==> src/rtl/sub16_serial_pkg.sv <==
// Shared definitions for the serial subtractor: data width, FSM states,
// flag bit positions and the flag computation reused by the ALU blocks.
package sub16_serial_pkg;

  localparam int unsigned DATA_W = 16;

  typedef enum logic [1:0] {
    IDLE = 2'd0,
    RUN  = 2'd1,
    DONE = 2'd2
  } state_t;

  localparam int unsigned FLAG_SIGN   = 4;
  localparam int unsigned FLAG_ZERO   = 3;
  localparam int unsigned FLAG_CARRY  = 2;
  localparam int unsigned FLAG_PARITY = 1;
  localparam int unsigned FLAG_OVF    = 0;
  localparam int unsigned FLAG_W      = 5;

  typedef logic [FLAG_W-1:0] flags_t;

  function automatic flags_t calc_flags(input logic [DATA_W-1:0] res,
                                        input logic              cout,
                                        input logic              x_msb,
                                        input logic              y_msb);
    flags_t f;
    f              = '0;
    f[FLAG_SIGN]   = res[DATA_W-1];
    f[FLAG_ZERO]   = (res == '0);
    f[FLAG_CARRY]  = cout;
    f[FLAG_PARITY] = ~^res;
    f[FLAG_OVF]    = (x_msb != y_msb) && (res[DATA_W-1] != x_msb);
    return f;
  endfunction

endpackage

==> src/rtl/sub16_serial_digit_sub.sv <==
// Combinational DIGIT_W-bit ripple slice computing a + b_inv + cin.
module digit_sub #(
  parameter int unsigned DIGIT_W = 4
) (
  input  logic [DIGIT_W-1:0] a,
  input  logic [DIGIT_W-1:0] b_inv,
  input  logic               cin,
  output logic [DIGIT_W-1:0] d,
  output logic               cout
);

  logic [DIGIT_W:0] w_c;

  always_comb begin
    w_c    = '0;
    d      = '0;
    w_c[0] = cin;
    for (int unsigned i = 0; i < DIGIT_W; i++) begin
      d[i]     = a[i] ^ b_inv[i] ^ w_c[i];
      w_c[i+1] = (a[i] & b_inv[i]) | (w_c[i] & (a[i] ^ b_inv[i]));
    end
  end

  assign cout = w_c[DIGIT_W];

endmodule

==> src/rtl/sub16_serial.sv <==
// Digit-serial 16-bit subtractor Z = X - Y with valid/ready handshakes,
// processing DIGIT_W bits per cycle and producing adder-compatible flags.
module sub16_serial
  import sub16_serial_pkg::*;
#(
  parameter int unsigned DIGIT_W = 4
) (
  input  logic              clk,
  input  logic              rst,
  input  logic              in_valid,
  output logic              in_ready,
  input  logic [DATA_W-1:0] X,
  input  logic [DATA_W-1:0] Y,
  output logic              out_valid,
  input  logic              out_ready,
  output logic [DATA_W-1:0] Z,
  output logic              Sign,
  output logic              Zero,
  output logic              Carry,
  output logic              Parity,
  output logic              Overflow
);

  localparam int unsigned N     = DATA_W / DIGIT_W;
  localparam int unsigned CNT_W = (N > 1) ? $clog2(N) : 1;

  state_t r_state, w_state_next;

  logic [DATA_W-1:0]         r_x;
  logic [DATA_W-1:0]         r_yn;
  logic [DATA_W-1:0]         r_res;
  logic [DATA_W-1:0]         r_z;
  logic                      r_xmsb;
  logic                      r_ymsb;
  logic                      r_carry;
  logic [CNT_W-1:0]          r_cnt;
  flags_t                    r_flags;

  logic                      w_accept;
  logic                      w_last;
  logic                      w_cout;
  logic [DIGIT_W-1:0]        w_d;
  logic [DATA_W+DIGIT_W-1:0] w_res_cat;
  logic [DATA_W-1:0]         w_res_next;

  assign w_last = (r_cnt == CNT_W'(N - 1));

  always_ff @(posedge clk) begin
    if (rst) r_state <= IDLE;
    else     r_state <= w_state_next;
  end

  always_comb begin
    w_state_next = r_state;
    in_ready     = 1'b0;
    out_valid    = 1'b0;
    w_accept     = 1'b0;
    case (r_state)
      IDLE: begin
        in_ready = ~rst;
        w_accept = in_valid & ~rst;
        if (in_valid) w_state_next = RUN;
      end
      RUN: begin
        if (w_last) w_state_next = DONE;
      end
      DONE: begin
        out_valid = ~rst;
        if (out_ready) w_state_next = IDLE;
      end
      default: w_state_next = IDLE;
    endcase
  end

  // Operands shift right each RUN cycle so the active digit is always at bit 0.
  digit_sub #(.DIGIT_W(DIGIT_W)) u_digit_sub (
    .a     (r_x[DIGIT_W-1:0]),
    .b_inv (r_yn[DIGIT_W-1:0]),
    .cin   (r_carry),
    .d     (w_d),
    .cout  (w_cout)
  );

  assign w_res_cat  = {w_d, r_res};
  assign w_res_next = DATA_W'(w_res_cat >> DIGIT_W);

  always_ff @(posedge clk) begin
    if (rst) begin
      r_x     <= '0;
      r_yn    <= '0;
      r_res   <= '0;
      r_z     <= '0;
      r_xmsb  <= 1'b0;
      r_ymsb  <= 1'b0;
      r_carry <= 1'b0;
      r_cnt   <= '0;
      r_flags <= '0;
    end else begin
      case (r_state)
        IDLE: begin
          if (w_accept) begin
            r_x     <= X;
            r_yn    <= ~Y;
            r_xmsb  <= X[DATA_W-1];
            r_ymsb  <= Y[DATA_W-1];
            r_carry <= 1'b1;
            r_cnt   <= '0;
          end
        end
        RUN: begin
          r_x     <= r_x >> DIGIT_W;
          r_yn    <= r_yn >> DIGIT_W;
          r_res   <= w_res_next;
          r_carry <= w_cout;
          r_cnt   <= r_cnt + CNT_W'(1);
          if (w_last) begin
            r_z     <= w_res_next;
            r_flags <= calc_flags(w_res_next, w_cout, r_xmsb, r_ymsb);
          end
        end
        default: ;
      endcase
    end
  end

  assign Z        = r_z;
  assign Sign     = r_flags[FLAG_SIGN];
  assign Zero     = r_flags[FLAG_ZERO];
  assign Carry    = r_flags[FLAG_CARRY];
  assign Parity   = r_flags[FLAG_PARITY];
  assign Overflow = r_flags[FLAG_OVF];

endmodule

==> config.mk <==
export PLATFORM = sky130hd
export DESIGN_NAME = sub16_serial
export DESIGN_NICKNAME = d
export VERILOG_FILES = /design/src/rtl/sub16_serial_pkg.sv /design/src/rtl/sub16_serial_digit_sub.sv /design/src/rtl/sub16_serial.sv
export SDC_FILE = /design/constraint.sdc
export NUM_CORES = 1
export LEC_CHECK = 0
export CAP_MARGIN = 10
export CORE_MARGIN = 4
export CORE_UTILIZATION = 52
export DETAILED_ROUTE_END_ITERATION = 7
export MAX_ROUTING_LAYER = met4
export PLACE_DENSITY = 0.87
export SLEW_MARGIN = 30
export SYNTH_ARGS = -nofsm -noshare
export SYNTH_HDL_FRONTEND = slang
export SYNTH_HIERARCHICAL = 1
export SYNTH_SLANG_ARGS = --single-unit
export TNS_END_PERCENT = 1
==> constraint.sdc <==
create_clock -name clk -period 3.14 [get_ports clk]
set_input_delay 0.314 -clock clk [delete_from_list [all_inputs] [get_ports clk]]
set_output_delay 0.314 -clock clk [all_outputs]
set_load 0.02 [all_outputs]
==> metrics.cfg, run 1 <==
[die]
start_util_pct = 54.98
dieArea_mm2 = 0.007304
ios = 59
fp-row-count = 27
die_x_um = 85.47
coreArea_mm2 = 0.005675
die_h_um = 85.47

[clock_tree]
cts_made_buffers = 9
htree_num_levels = 3
cts_tree = done
clk_pin_slew_ps = 80
cts_root_buffer = clkbuf_8
clk_latency_ps = 340
cts_buffer_depth = 2
clock-sinks = 71

[power]
p_per_area_mw_per_mm2 = 561.9
ir_drop_mv = 0.3756
leakage_nw = 1.407

[finish]
num_antenna_cells = 0
fin_util_pct = 69.16
drive_gt1_share_pct = 8.390
finish.net_count = 485
final_cell_area_mm2 = 0.003925
syn2layout_area_growth_pct = 25.78

[detailed_routing]
routed_wl_mm = 6.802
drt_iter0_drc = 154
avgRoutedWirePerCell_um = 13.26
vias_per_cell = 5.214
first_pass_iters = 4
drc = 0
routed-via-count = 2675
antenna_left = 0

[logic_synthesis]
synth_top_cell_by_area = dfxtp_1
ys_seq_elements = 71
async_flop_share_pct = 0
synthFlopType = dfxtp_1
synth_cells = 388
synth_edf_count = 0
syn_area_per_cell_um2 = 8.043
syn_area_mm2 = 0.003120
synth_top_cells_by_count = 120 x nand2_1, 71 x dfxtp_1, 52 x a21oi_1
yosysSeqAreaShare_pct = 45.55
synth.most_common_cell = nand2_1
syn_nets = 437
netlist_top_cells_area = dfxtp_1 46%, nand2_1 14%, a21oi_1 8.3%
ys_types = 33
synth_top_area_share_pct = 45.55
yosysWarnings = 6

[worst_setup_path]
critPathLaunchType = flip-flop
cp-end-kind = flip-flop
worstPathRequired_ps = 3350
cp-startpoint = r_x[0]$_SDFFE_PP0P_
reg2reg_from = r_x[0]$_SDFFE_PP0P_
reg2reg_depth = 14
cp.arrival_ps = 3170
path_max_fanout = 2
crit_type = flip-flop to flip-flop
reg2reg_slack_ps = 170

[timing]
hold_ws_ps = 271.7
clock_skew_ps = 7.444
relSlewSlack_pct = 53.67
slew_viol_final = 0
fin_crit_ps = 2967
setup_violations = 0
timing.fmax_ghz = 0.3370
fin_crit_sh_pct = 94.49
worst_pin_slew_ps = 695.0
finalHoldViolCount = 0
worst_slack_ps = 173.1

[worst_hold_path]
worstHoldStart = rst
whs_path_depth = 2
hold_class = primary input to flip-flop

[place]
place_ws_ps = 138.6
postPlaceCellArea_mm2 = 0.003704
port_buffers = 58
gp_congestion = 0.8579
dp_hpwl_mm = 4.745

[global_route]
grt_start_max_net_pins = 60
grtUsageTotal_pct = 20.50
grt_overflow = 0
grt_pass1_vias = 2595
grt_pass1_wl_mm = 11.78
antenna_found_initial = 0

[run]
cap_violations = 0

[outcome]
run_status = finished clean

## path summary, 6_finish.rpt
path | endpoint
worst max-delay path | r_flags[1]$_SDFFE_PP0P_
worst min-delay path | Z[2]$_SDFFE_PP0P_
worst max register to register | r_flags[1]$_SDFFE_PP0P_
worst min register to register | Z[2]$_SDFFE_PP0P_
## logic make-up after synthesis
family	synth area share (%)
adders and majority gates	6.175
buffers and inverters	7.578
xor gates and xnor gates	1.965
and+or+nand+nor	21.45
AOI/OAI and AO/OA	17.28
DFF	45.55
## area by class of cell
class	instances	area, um2
clock buffers	10	127.6
clock inverters	6	85.08
fillers	462	1750
inverters	26	97.59
multi-input cells	263	1474
flip-flops and latches	71	1423
well taps	72	90.09
repair buffers	65	628.1
## sequential cells by signal, summed over array words and instances (netlist names)
name,flops
Z,16
r_carry,1
r_cnt,2
r_flags,4
r_res,12
r_state,2
r_x,16
r_xmsb,1
r_ymsb,1
r_yn,16
## report_power, final
part           internal, W  total, W  switching, W
clock             0.000444  0.000780      0.000335
sequential        0.000958  0.000998     0.0000393
combinational     0.000196  0.000428      0.000232
total              0.00160   0.00221      0.000607
## what timing repair did
| item | in CTS | in global routing |
|---|---|---|
| gates resized for setup | 0 | 2 |
| hold buffers | 0 | 0 |
| endpoints found under the setup margin | 0 | 1 |
| setup buffers | 0 | 1 |
## per-layer routing
metal / vias to the layer above / GRT usage [%] / share of wire (%)
li1: 1371 / - / -
met1: 1224 / 23.78 / 42
met2: 68 / 33.69 / 51
met3: 12 / 5.922 / 5.4
met4: 0 / 7.338 / 1.7
met5: - / - / 0
## worst max-delay path, stage by stage (launching register included)
cell     delay, ps
dfxtp_2        330
fa_1           410
inv_1           80
fa_1           150
inv_1           50
fa_1           350
inv_1           80
fa_1           420
inv_2           70
inv_1           60
ha_1           290
xnor2_1        200
xnor2_1        160
xnor2_1        140
o31ai_1         70
## cell usage in the layout (no fill, tap or decap), drive strengths merged, types with 3 or more instances in the layout
cell           instances
fa                     4
nor3                   3
a211oi                 3
nand3b                 3
a311oi                13
inv                   26
nand2                121
nor2                  22
clkdlybuf4s50         57
buf                    8
xnor2                  6
dfxtp                 71
clkbuf                10
ha                     9
a21oi                 52
o211ai                12
## metrics by stage
| step | power, W | setup TNS, ps | std cells |
|---|---|---|---|
| floorplan | 0.001330 | 0 | 388 |
| global placement | 0.001418 | 0 | 496 |
| detailed placement | 0.001433 | 0 | 496 |
| CTS | 0.002213 | 0 | 512 |
| global route | 0.002329 | -3.123 | 513 |
| finish | 0.002206 | 0 | 513 |
Power figures use the tool's default switching activity.
==> inputs of run 2 (changes only) <==
Settings changed: SKIP_CTS_REPAIR_TIMING set to 1.
==> results of run 2 <==
No change in the layout: final DEF, timing and power equal those of run 1.
